File: src/rtl/dsp_mac_seq_if.sv
// Bundle of the dot-product request, operand, DSP-slice and result signals.
interface dsp_mac_seq_if #(
  parameter int unsigned LEN_W = 8
);
  localparam int unsigned OP_W  = 18;
  localparam int unsigned P_W   = 48;
  localparam int unsigned OPM_W = 8;

  logic             start;
  logic [LEN_W-1:0] len;
  logic             in_valid;
  logic             in_ready;
  logic [OP_W-1:0]  in_a;
  logic [OP_W-1:0]  in_b;
  logic [OP_W-1:0]  dsp_a;
  logic [OP_W-1:0]  dsp_b;
  logic [OPM_W-1:0] dsp_opmode;
  logic             dsp_ce;
  logic [P_W-1:0]   dsp_p;
  logic [P_W-1:0]   res_data;
  logic             res_valid;
  logic             res_ready;
  logic             busy;
  logic             done;

  modport master (
    output start, len, in_valid, in_a, in_b, dsp_p, res_ready,
    input  in_ready, dsp_a, dsp_b, dsp_opmode, dsp_ce, res_data, res_valid, busy, done
  );

  modport slave (
    input  start, len, in_valid, in_a, in_b, dsp_p, res_ready,
    output in_ready, dsp_a, dsp_b, dsp_opmode, dsp_ce, res_data, res_valid, busy, done
  );
endinterface

File: src/rtl/dsp_mac_seq.sv
// Sequencer feeding an external pipelined DSP slice (A1/B1, M, P, OPMODE regs)
// to compute an unsigned dot product of LEN operand pairs.
module dsp_mac_seq #(
  parameter int unsigned LEN_W  = 8,
  parameter int unsigned OP_DLY = 1,
  parameter int unsigned P_LAT  = 3
) (
  input logic          clk,
  input logic          rst,
  dsp_mac_seq_if.slave bus
);
  localparam int unsigned OPM_W = 8;
  localparam int unsigned TAG_W = 2;
  localparam int unsigned DRN_W = $clog2(P_LAT + 1);

  localparam logic [OPM_W-1:0] OPM_FIRST = 8'h01;
  localparam logic [OPM_W-1:0] OPM_NEXT  = 8'h09;
  localparam logic [OPM_W-1:0] OPM_HOLD  = 8'h08;

  typedef enum logic [1:0] {IDLE, RUN, DRAIN, OUT} state_t;

  state_t           state;
  logic [LEN_W-1:0] remaining;
  logic [DRN_W-1:0] drain_cnt;
  logic             first_pend;
  logic [TAG_W-1:0] tag_q [OP_DLY];
  logic             accept_c;

  assign accept_c = bus.in_valid && bus.in_ready;

  // Issue tag {valid, first} -> OPMODE; a bubble keeps P via Z=P, X=0.
  function automatic logic [OPM_W-1:0] opmode_of(input logic [TAG_W-1:0] tag);
    if (!tag[1]) return OPM_HOLD;
    if (tag[0])  return OPM_FIRST;
    return OPM_NEXT;
  endfunction

  // Tag for issue cycle k is tag_q[0]; OPMODE appears OP_DLY cycles later.
  always_ff @(posedge clk) begin
    if (rst) begin
      for (int i = 0; i < int'(OP_DLY); i++) tag_q[i] <= '0;
      bus.dsp_opmode <= '0;
    end else begin
      tag_q[0] <= {accept_c, accept_c & first_pend};
      for (int i = 1; i < int'(OP_DLY); i++) tag_q[i] <= tag_q[i-1];
      bus.dsp_opmode <= opmode_of(tag_q[OP_DLY-1]);
    end
  end

  always_ff @(posedge clk) begin
    if (rst) begin
      state         <= IDLE;
      remaining     <= '0;
      drain_cnt     <= '0;
      first_pend    <= 1'b0;
      bus.in_ready  <= 1'b0;
      bus.res_valid <= 1'b0;
      bus.done      <= 1'b0;
      bus.busy      <= 1'b0;
      bus.dsp_ce    <= 1'b0;
      bus.dsp_a     <= '0;
      bus.dsp_b     <= '0;
      bus.res_data  <= '0;
    end else begin
      bus.done <= 1'b0;
      if (accept_c) begin
        bus.dsp_a <= bus.in_a;
        bus.dsp_b <= bus.in_b;
      end
      case (state)
        IDLE: begin
          if (bus.start) begin
            bus.busy <= 1'b1;
            if (bus.len == '0) begin
              bus.res_data  <= '0;
              bus.res_valid <= 1'b1;
              state         <= OUT;
            end else begin
              remaining    <= bus.len;
              first_pend   <= 1'b1;
              bus.in_ready <= 1'b1;
              bus.dsp_ce   <= 1'b1;
              state        <= RUN;
            end
          end
        end
        RUN: begin
          if (accept_c) begin
            remaining  <= remaining - LEN_W'(1);
            first_pend <= 1'b0;
            if (remaining == LEN_W'(1)) begin
              bus.in_ready <= 1'b0;
              drain_cnt    <= DRN_W'(P_LAT);
              state        <= DRAIN;
            end
          end
        end
        // Counts down to the cycle where the last pair's P sits on dsp_p.
        DRAIN: begin
          if (drain_cnt == '0) begin
            bus.res_data  <= bus.dsp_p;
            bus.res_valid <= 1'b1;
            bus.dsp_ce    <= 1'b0;
            state         <= OUT;
          end else begin
            drain_cnt <= drain_cnt - DRN_W'(1);
          end
        end
        OUT: begin
          if (bus.res_ready) begin
            bus.res_valid <= 1'b0;
            bus.done      <= 1'b1;
            bus.busy      <= 1'b0;
            state         <= IDLE;
          end
        end
        default: state <= IDLE;
      endcase
    end
  end
endmodule

File: src/flat_wrapper.sv
// flat-port wrapper written by rule: the top's interface ports become plain ports
module dsp_mac_seq_flat 
#(
  parameter int unsigned LEN_W  = 8,
  parameter int unsigned OP_DLY = 1,
  parameter int unsigned P_LAT  = 3
)
  (clk, rst, bus_start, bus_len, bus_in_valid, bus_in_a, bus_in_b, bus_dsp_p, bus_res_ready, bus_in_ready, bus_dsp_a, bus_dsp_b, bus_dsp_opmode, bus_dsp_ce, bus_res_data, bus_res_valid, bus_busy, bus_done);
  dsp_mac_seq_if #(.LEN_W(LEN_W)) bus_i ();
  input logic clk;
  input logic rst;
  input wire logic [$bits(bus_i.start)-1:0] bus_start;
  input wire logic [$bits(bus_i.len)-1:0] bus_len;
  input wire logic [$bits(bus_i.in_valid)-1:0] bus_in_valid;
  input wire logic [$bits(bus_i.in_a)-1:0] bus_in_a;
  input wire logic [$bits(bus_i.in_b)-1:0] bus_in_b;
  input wire logic [$bits(bus_i.dsp_p)-1:0] bus_dsp_p;
  input wire logic [$bits(bus_i.res_ready)-1:0] bus_res_ready;
  output wire logic [$bits(bus_i.in_ready)-1:0] bus_in_ready;
  output wire logic [$bits(bus_i.dsp_a)-1:0] bus_dsp_a;
  output wire logic [$bits(bus_i.dsp_b)-1:0] bus_dsp_b;
  output wire logic [$bits(bus_i.dsp_opmode)-1:0] bus_dsp_opmode;
  output wire logic [$bits(bus_i.dsp_ce)-1:0] bus_dsp_ce;
  output wire logic [$bits(bus_i.res_data)-1:0] bus_res_data;
  output wire logic [$bits(bus_i.res_valid)-1:0] bus_res_valid;
  output wire logic [$bits(bus_i.busy)-1:0] bus_busy;
  output wire logic [$bits(bus_i.done)-1:0] bus_done;
  assign bus_i.start = bus_start;
  assign bus_i.len = bus_len;
  assign bus_i.in_valid = bus_in_valid;
  assign bus_i.in_a = bus_in_a;
  assign bus_i.in_b = bus_in_b;
  assign bus_i.dsp_p = bus_dsp_p;
  assign bus_i.res_ready = bus_res_ready;
  assign bus_in_ready = bus_i.in_ready;
  assign bus_dsp_a = bus_i.dsp_a;
  assign bus_dsp_b = bus_i.dsp_b;
  assign bus_dsp_opmode = bus_i.dsp_opmode;
  assign bus_dsp_ce = bus_i.dsp_ce;
  assign bus_res_data = bus_i.res_data;
  assign bus_res_valid = bus_i.res_valid;
  assign bus_busy = bus_i.busy;
  assign bus_done = bus_i.done;
  dsp_mac_seq #(.LEN_W(LEN_W), .OP_DLY(OP_DLY), .P_LAT(P_LAT)) u_core (.clk(clk), .rst(rst), .bus(bus_i));
endmodule
File: config.mk
export PLATFORM = sky130hd
export DESIGN_NAME = dsp_mac_seq_flat
export DESIGN_NICKNAME = d
export VERILOG_FILES = /design/src/rtl/dsp_mac_seq_if.sv /design/src/rtl/dsp_mac_seq.sv /design/src/flat_wrapper.sv
export SDC_FILE = /design/constraint.sdc
export NUM_CORES = 1
export LEC_CHECK = 0
export ABC_AREA = 1
export BUFFER_PORTS_ARGS = -buffer_cell sky130_fd_sc_hd__buf_2
export CAP_MARGIN = 20
export CORE_MARGIN = 10
export CORE_UTILIZATION = 46
export DETAILED_ROUTE_END_ITERATION = 7
export PLACE_DENSITY = 0.8
export SLEW_MARGIN = 20
export SYNTH_ARGS = -nofsm -noshare
export SYNTH_HDL_FRONTEND = slang
export SYNTH_SLANG_ARGS = --single-unit
File: constraint.sdc
create_clock -name clk -period 2.7 [get_ports clk]
set_clock_uncertainty 0.05 [all_clocks]
set_input_delay 0.135 -clock clk [delete_from_list [all_inputs] [get_ports clk]]
set_output_delay 0.135 -clock clk [all_outputs]
set_load 0.02 [all_outputs]
# Word-level counts from Yosys, hierarchy flattened
# Memories as Yosys holds them, arrays and structs flattened.
# Index checks and enable logic that the tools add are counted.
[op_classes]
addsub = 2
n_eq_ne = 12
mux = 50
n_bitwise = 2
n_reduce_logical = 19
[ops]
columns = ["operator", "count"]
rows = [
  ["$mux W48", 3],
  ["$pmux W48 S2", 1],
  ["$mux W8", 7],
  ["$mux W1", 21],
  ["$mux W2", 10],
  ["$pmux W8 S2", 1],
  ["$reduce_and A4 Y1", 4],
  ["$reduce_and A5 Y1", 3],
  ["$eq A8 B1 Y1 const B", 1],
  ["$logic_not A8 Y1", 1],
  ["$ne A2 B1 Y1 const B", 4],
  ["$ne A2 B2 Y1 const B", 4],
  ["$pmux W1 S2", 4],
  ["$pmux W2 S4", 1],
  ["$reduce_bool A2 Y1", 4],
  ["$sub A8 B1 Y8 const B", 1],
  ["$eq A2 B2 Y1 const B", 2],
  ["$logic_not A2 Y1", 2],
  ["$pmux W2 S2", 1],
  ["$reduce_or A2 Y1", 2],
  ["$pmux W1 S3", 1],
  ["$reduce_and A3 Y1", 1],
  ["$reduce_bool A3 Y1", 1],
  ["$eq A2 B1 Y1 const B", 1],
  ["4 further kinds", 4],
]
[word_totals]
register_bits = 110
ramBits = 2
input_bits = 97
output_inout_bits = 97
word_cells = 99
memories = 1
[memory_table]
columns = ["memory", "depth", "width", "read_ports", "rd_ports_with_merged_regs", "write_ports", "line_no", "text"]
rows = [
  ["u_core.tag_q", 1, 2, 1, 0, 1, "dsp_mac_seq.sv:26", "logic [TAG_W-1:0] tag_q [OP_DLY];"],
]

# Longest topological paths before layout
[depth]
depth_word = 6
ltp_mapped = 12

# Least setup slack after synthesis
# Ideal clock, no wire load.
[synth_path]
path_kind = "register -> register"
startpoint = "reg u_core.state[0]"
endpoint = "reg u_core.bus.res_data[10]"
setup_time_ns = 0.064
arrival_time_ns = 1.517
required_ns = 2.586
setup_slack_ns = 1.069
stages_incl_launch_ff = 13
path_cell_list = "dfxtp_1 > inv_1 > ha_1 > buf_2 > nand2_1 > nand2_1 > nor2_2 > nand2_1 > inv_2 > buf_6 > buf_6 > nor2_1 > nor2_1"
[synth_via]
elab_chain_cells = 3
[synth_lines]
columns = ["item", "line_no", "text"]
rows = [
  ["start, declared", "dsp_mac_seq.sv:22", "state_t state;"],
  ["start signal, assigned", "dsp_mac_seq.sv:52", "state <= IDLE;"],
  ["start signal, assigned", "dsp_mac_seq.sv:77", "state <= OUT;"],
  ["start signal, assigned", "dsp_mac_seq.sv:83", "state <= RUN;"],
  ["$eq A2 B2 Y1 or $logic_not A2 Y1 (tied branches)", "dsp_mac_seq.sv:70", "case (state)"],
  ["$ne A2 B1 Y1 (no line) (tied with other cells)", "--", ""],
  ["$reduce_and A4 Y1 (no line)", "--", ""],
  ["end signal, assigned", "dsp_mac_seq.sv:101", "bus.res_data <= bus.dsp_p;"],
  ["end, declared", "dsp_mac_seq_if.sv:33", "output in_ready, dsp_a, dsp_b, dsp_opmode, dsp_ce, res_data, res_valid, busy, done"],
]
# Parallel ways exist; a longest one is shown, timed or not.
# A chain may end at the register's enable or synchronous reset.

# Worst setup path in the final report
[layout_path]
startpoint = "reg u_core.state[0]"
endpoint = "reg u_core.bus.res_data[1]"
# Same word-level chain as after synthesis.

==> flow_metrics.tcl <==
set metrics [dict create \
    critPathRequiredTime_ns 2.90 \
    whs_path_depth 3 \
    ctsRootBufferMaster "clkbuf_8" \
    final_cells 1030 \
    power.density_cell_area_nw_per_um2 1140 \
    worst_r2r_path_depth 11 \
    cts_inserted_buffers 9 \
    ys_top_cells_by_area "dfxtp_1 (47%), nor2_1 (18%), nand2_1 (17%)" \
    nFillCells 907 \
    num_io_pins 194 \
    detail-route-antenna-nets 0 \
    avgRoutedWirePerCell_um 13.2 \
    cell_taking_the_most_area_after_synthesis "dfxtp_1" \
    gr-total-overflow 0 \
    slew-limit-headroom_pct 65.8 \
    yosysWarningCount 0 \
    dp_hpwl_um 9330 \
    totalNegativeSetupSlack_ns 0 \
    grt_pass1_vias 4286 \
    final_layout_size_suffix_gt1_share_pct 24.1 \
    wl_um 13600 \
    hold_violations 0 \
    max_freq_ghz 0.521 \
    netlist.area_leader.share_pct 46.6 \
    clk_latency_ns 0.36 \
    worstMarginPinSlew_ns 0.513 \
    synth_cell_type_count 23 \
    rsz0062_at_grt "no" \
    worst-endpoint-arrival_ns 2.12 \
    most-common-layout-cells "nor2_1 (217), nand2_1 (210), buf_2 (187)" \
    synth.ff_latch_count 106 \
    average_size_of_a_mapped_cell_um2 6.63 \
    drt_pass1_iterations 5 \
    grt_use_total_pct 17.8 \
    die_h_um 119 \
    critPathLaunchType "register" \
    initial_util_pct 47.0 \
    io_buffer_count 187 \
    hold_path_class "in -> reg" \
    chipWidth_um 119 \
    via_count 4752 \
    mappedNetlistArea_um2 4550 \
    worst_ir_drop_vdd_v 0.000500 \
    grt_start_max_net_pins 97 \
    avgViaCountPerCell 4.61 \
    multi_input_area_um2 2110 \
    synth_sequential_area_ratio_pct 46.6 \
    finalNetCount 994 \
    reg2reg_from "u_core.state[0]" \
    path_clk_slew_ns 0.11 \
    drc 0 \
    htreeDepth 3 \
    synthToLayoutAreaGrowth_pct 34.2 \
    setup_viol 0 \
    wire_length_of_the_first_global_routing_pass_um 21400 \
    mostFrequentLayoutCell "nor2_1" \
    fp.coreArea_um2 9680 \
    gpl.final_weighted_congestion 0.844 \
    finalCriticalPeriod_ns 1.92 \
    maximum_clock_path_buffer_count 2 \
    antenna_found_initial 2 \
    slew_violations 0 \
    synth_top_flop_cell "dfxtp_1" \
    design.die.area_um2 14300 \
    cts.sinks 106 \
    layout.core_utilization_pct 63.1 \
    seq_area_um2 2120 \
    cellLeakagePower_nw 3.11 \
    hold_path_startpoint "bus_in_b[7]" \
    cp-end-kind "register" \
    post-route-cell-area_um2 6110 \
    post_cts.repair.setup_buffers 0 \
    setup.worst_path.class "reg -> reg" \
    asyncSetResetFlopFracSynth_pct 0 \
    status "finished clean" \
    netlist_instances 687 \
    timing.critical_path.fanout_max 96 \
    max_cap_violations 0 \
    setup.worst_path.start "u_core.state[0]" \
    dpl.cell_count 975 \
    placementRows 36 \
    final_critical_path_setup_slack_ns 0.780 \
    dpl-instance-area_um2 5510 \
    synth_edf_count 0 \
    tritoncts "built" \
    dr.first_iter.drc_count 507 \
    min_period_over_period_pct 71.1 \
    dp_slack_ns 0.797 \
]
[flip-flops by register name (all words and copies together), names as in the netlist]
register	cells
u_core.remaining	8
u_core.bus.dsp_ce	1
u_core.tag_q	2
u_core.state	2
u_core.bus.dsp_a	18
u_core.bus.dsp_b	18
u_core.bus.in_ready	1
u_core.bus.dsp_opmode	2
u_core.bus.res_data	48
u_core.bus.done	1
u_core.first_pend	1
u_core.bus.busy	1
u_core.drain_cnt	2
u_core.bus.res_valid	1
[per-layer routing]
| metal | share of wire [%] | GRT usage [%] |
|---|---|---|
| met1 | 41 | 20.7 |
| met2 | 50 | 30.3 |
| met3 | 8.0 | 5.43 |
| met4 | 1.7 | 6.33 |
| met5 | 0 | 0 |
[worst max-delay path, stage by stage (launching register included)]
cell and delay [ns]:
dfxtp_1 0.39, inv_1 0.08, ha_1 0.30, nand2_1 0.12, nand2_1 0.06, nor2_2 0.11
nand2_1 0.08, inv_2 0.07, buf_12 0.31, nand2_1 0.09, nand2_1 0.07, nor2_1 0.04
[stage by stage]
step	hold slack, ns	power [mW]
finish	0.0201	6.99
global route	0.0133	7.64
CTS	0.00278	7.03
detailed placement	0.344	5.94
global placement	0.333	5.88
floorplan	0.206	5.06
[path summary, 6_finish.rpt]
path | endpoint | slack, ns
hold reg to reg | u_core.bus.dsp_opmode[3] | 0.36
setup / recovery | u_core.bus.res_data[1] | 0.78
setup reg to reg | u_core.bus.res_data[1] | 0.78
hold / removal | u_core.bus.dsp_b[7] | 0.02
[what timing repair did]
action,CTS,global route
resized for setup,0,0
hold buffers,37,0
hold endpoints to repair,39,0
[power breakdown]
group          total (mW)  switching [mW]  leakage, nW  internal [mW]
Sequential           2.38           0.268        0.869           2.12
Clock                1.05           0.577        0.112          0.478
Combinational        3.55            2.36         2.13           1.20
Total                6.99            3.20         3.11           3.79
[cell usage after synthesis, types with 2 or more instances]
| cell type | n |
|---|---|
| nand4_1 | 2 |
| nand3_1 | 14 |
| inv_1 | 25 |
| dfxtp_1 | 106 |
| nand2_1 | 210 |
| o21ai_0 | 43 |
| buf_2 | 14 |
| nor2_1 | 217 |
| buf_6 | 5 |
| a21oi_1 | 9 |
| ha_1 | 7 |
| buf_4 | 6 |
| clkbuf_1 | 19 |
[area by class of cell]
| type | count | share of cell area [%] |
|---|---|---|
| antenna | 2 | 0.0820 |
| clock buffer | 10 | 2.25 |
| clock inverter | 6 | 1.37 |
| inverter | 27 | 1.66 |
| multi-input combinational | 515 | 34.5 |
| sequential | 106 | 34.7 |
| tap | 133 | 2.72 |
| timing repair buffer | 231 | 22.7 |
[logic make-up after synthesis]
group / Yosys count / share of synthesized area [%]
AOI/OAI and AO/OA: 55 / 6.16
and+or+nand+nor: 447 / 37.7
other: 1 / 0.0824
DFF: 106 / 46.6
adders and majority gates: 7 / 1.92
buffers and inverters: 71 / 7.56
(Power assumes the default switching activity.)
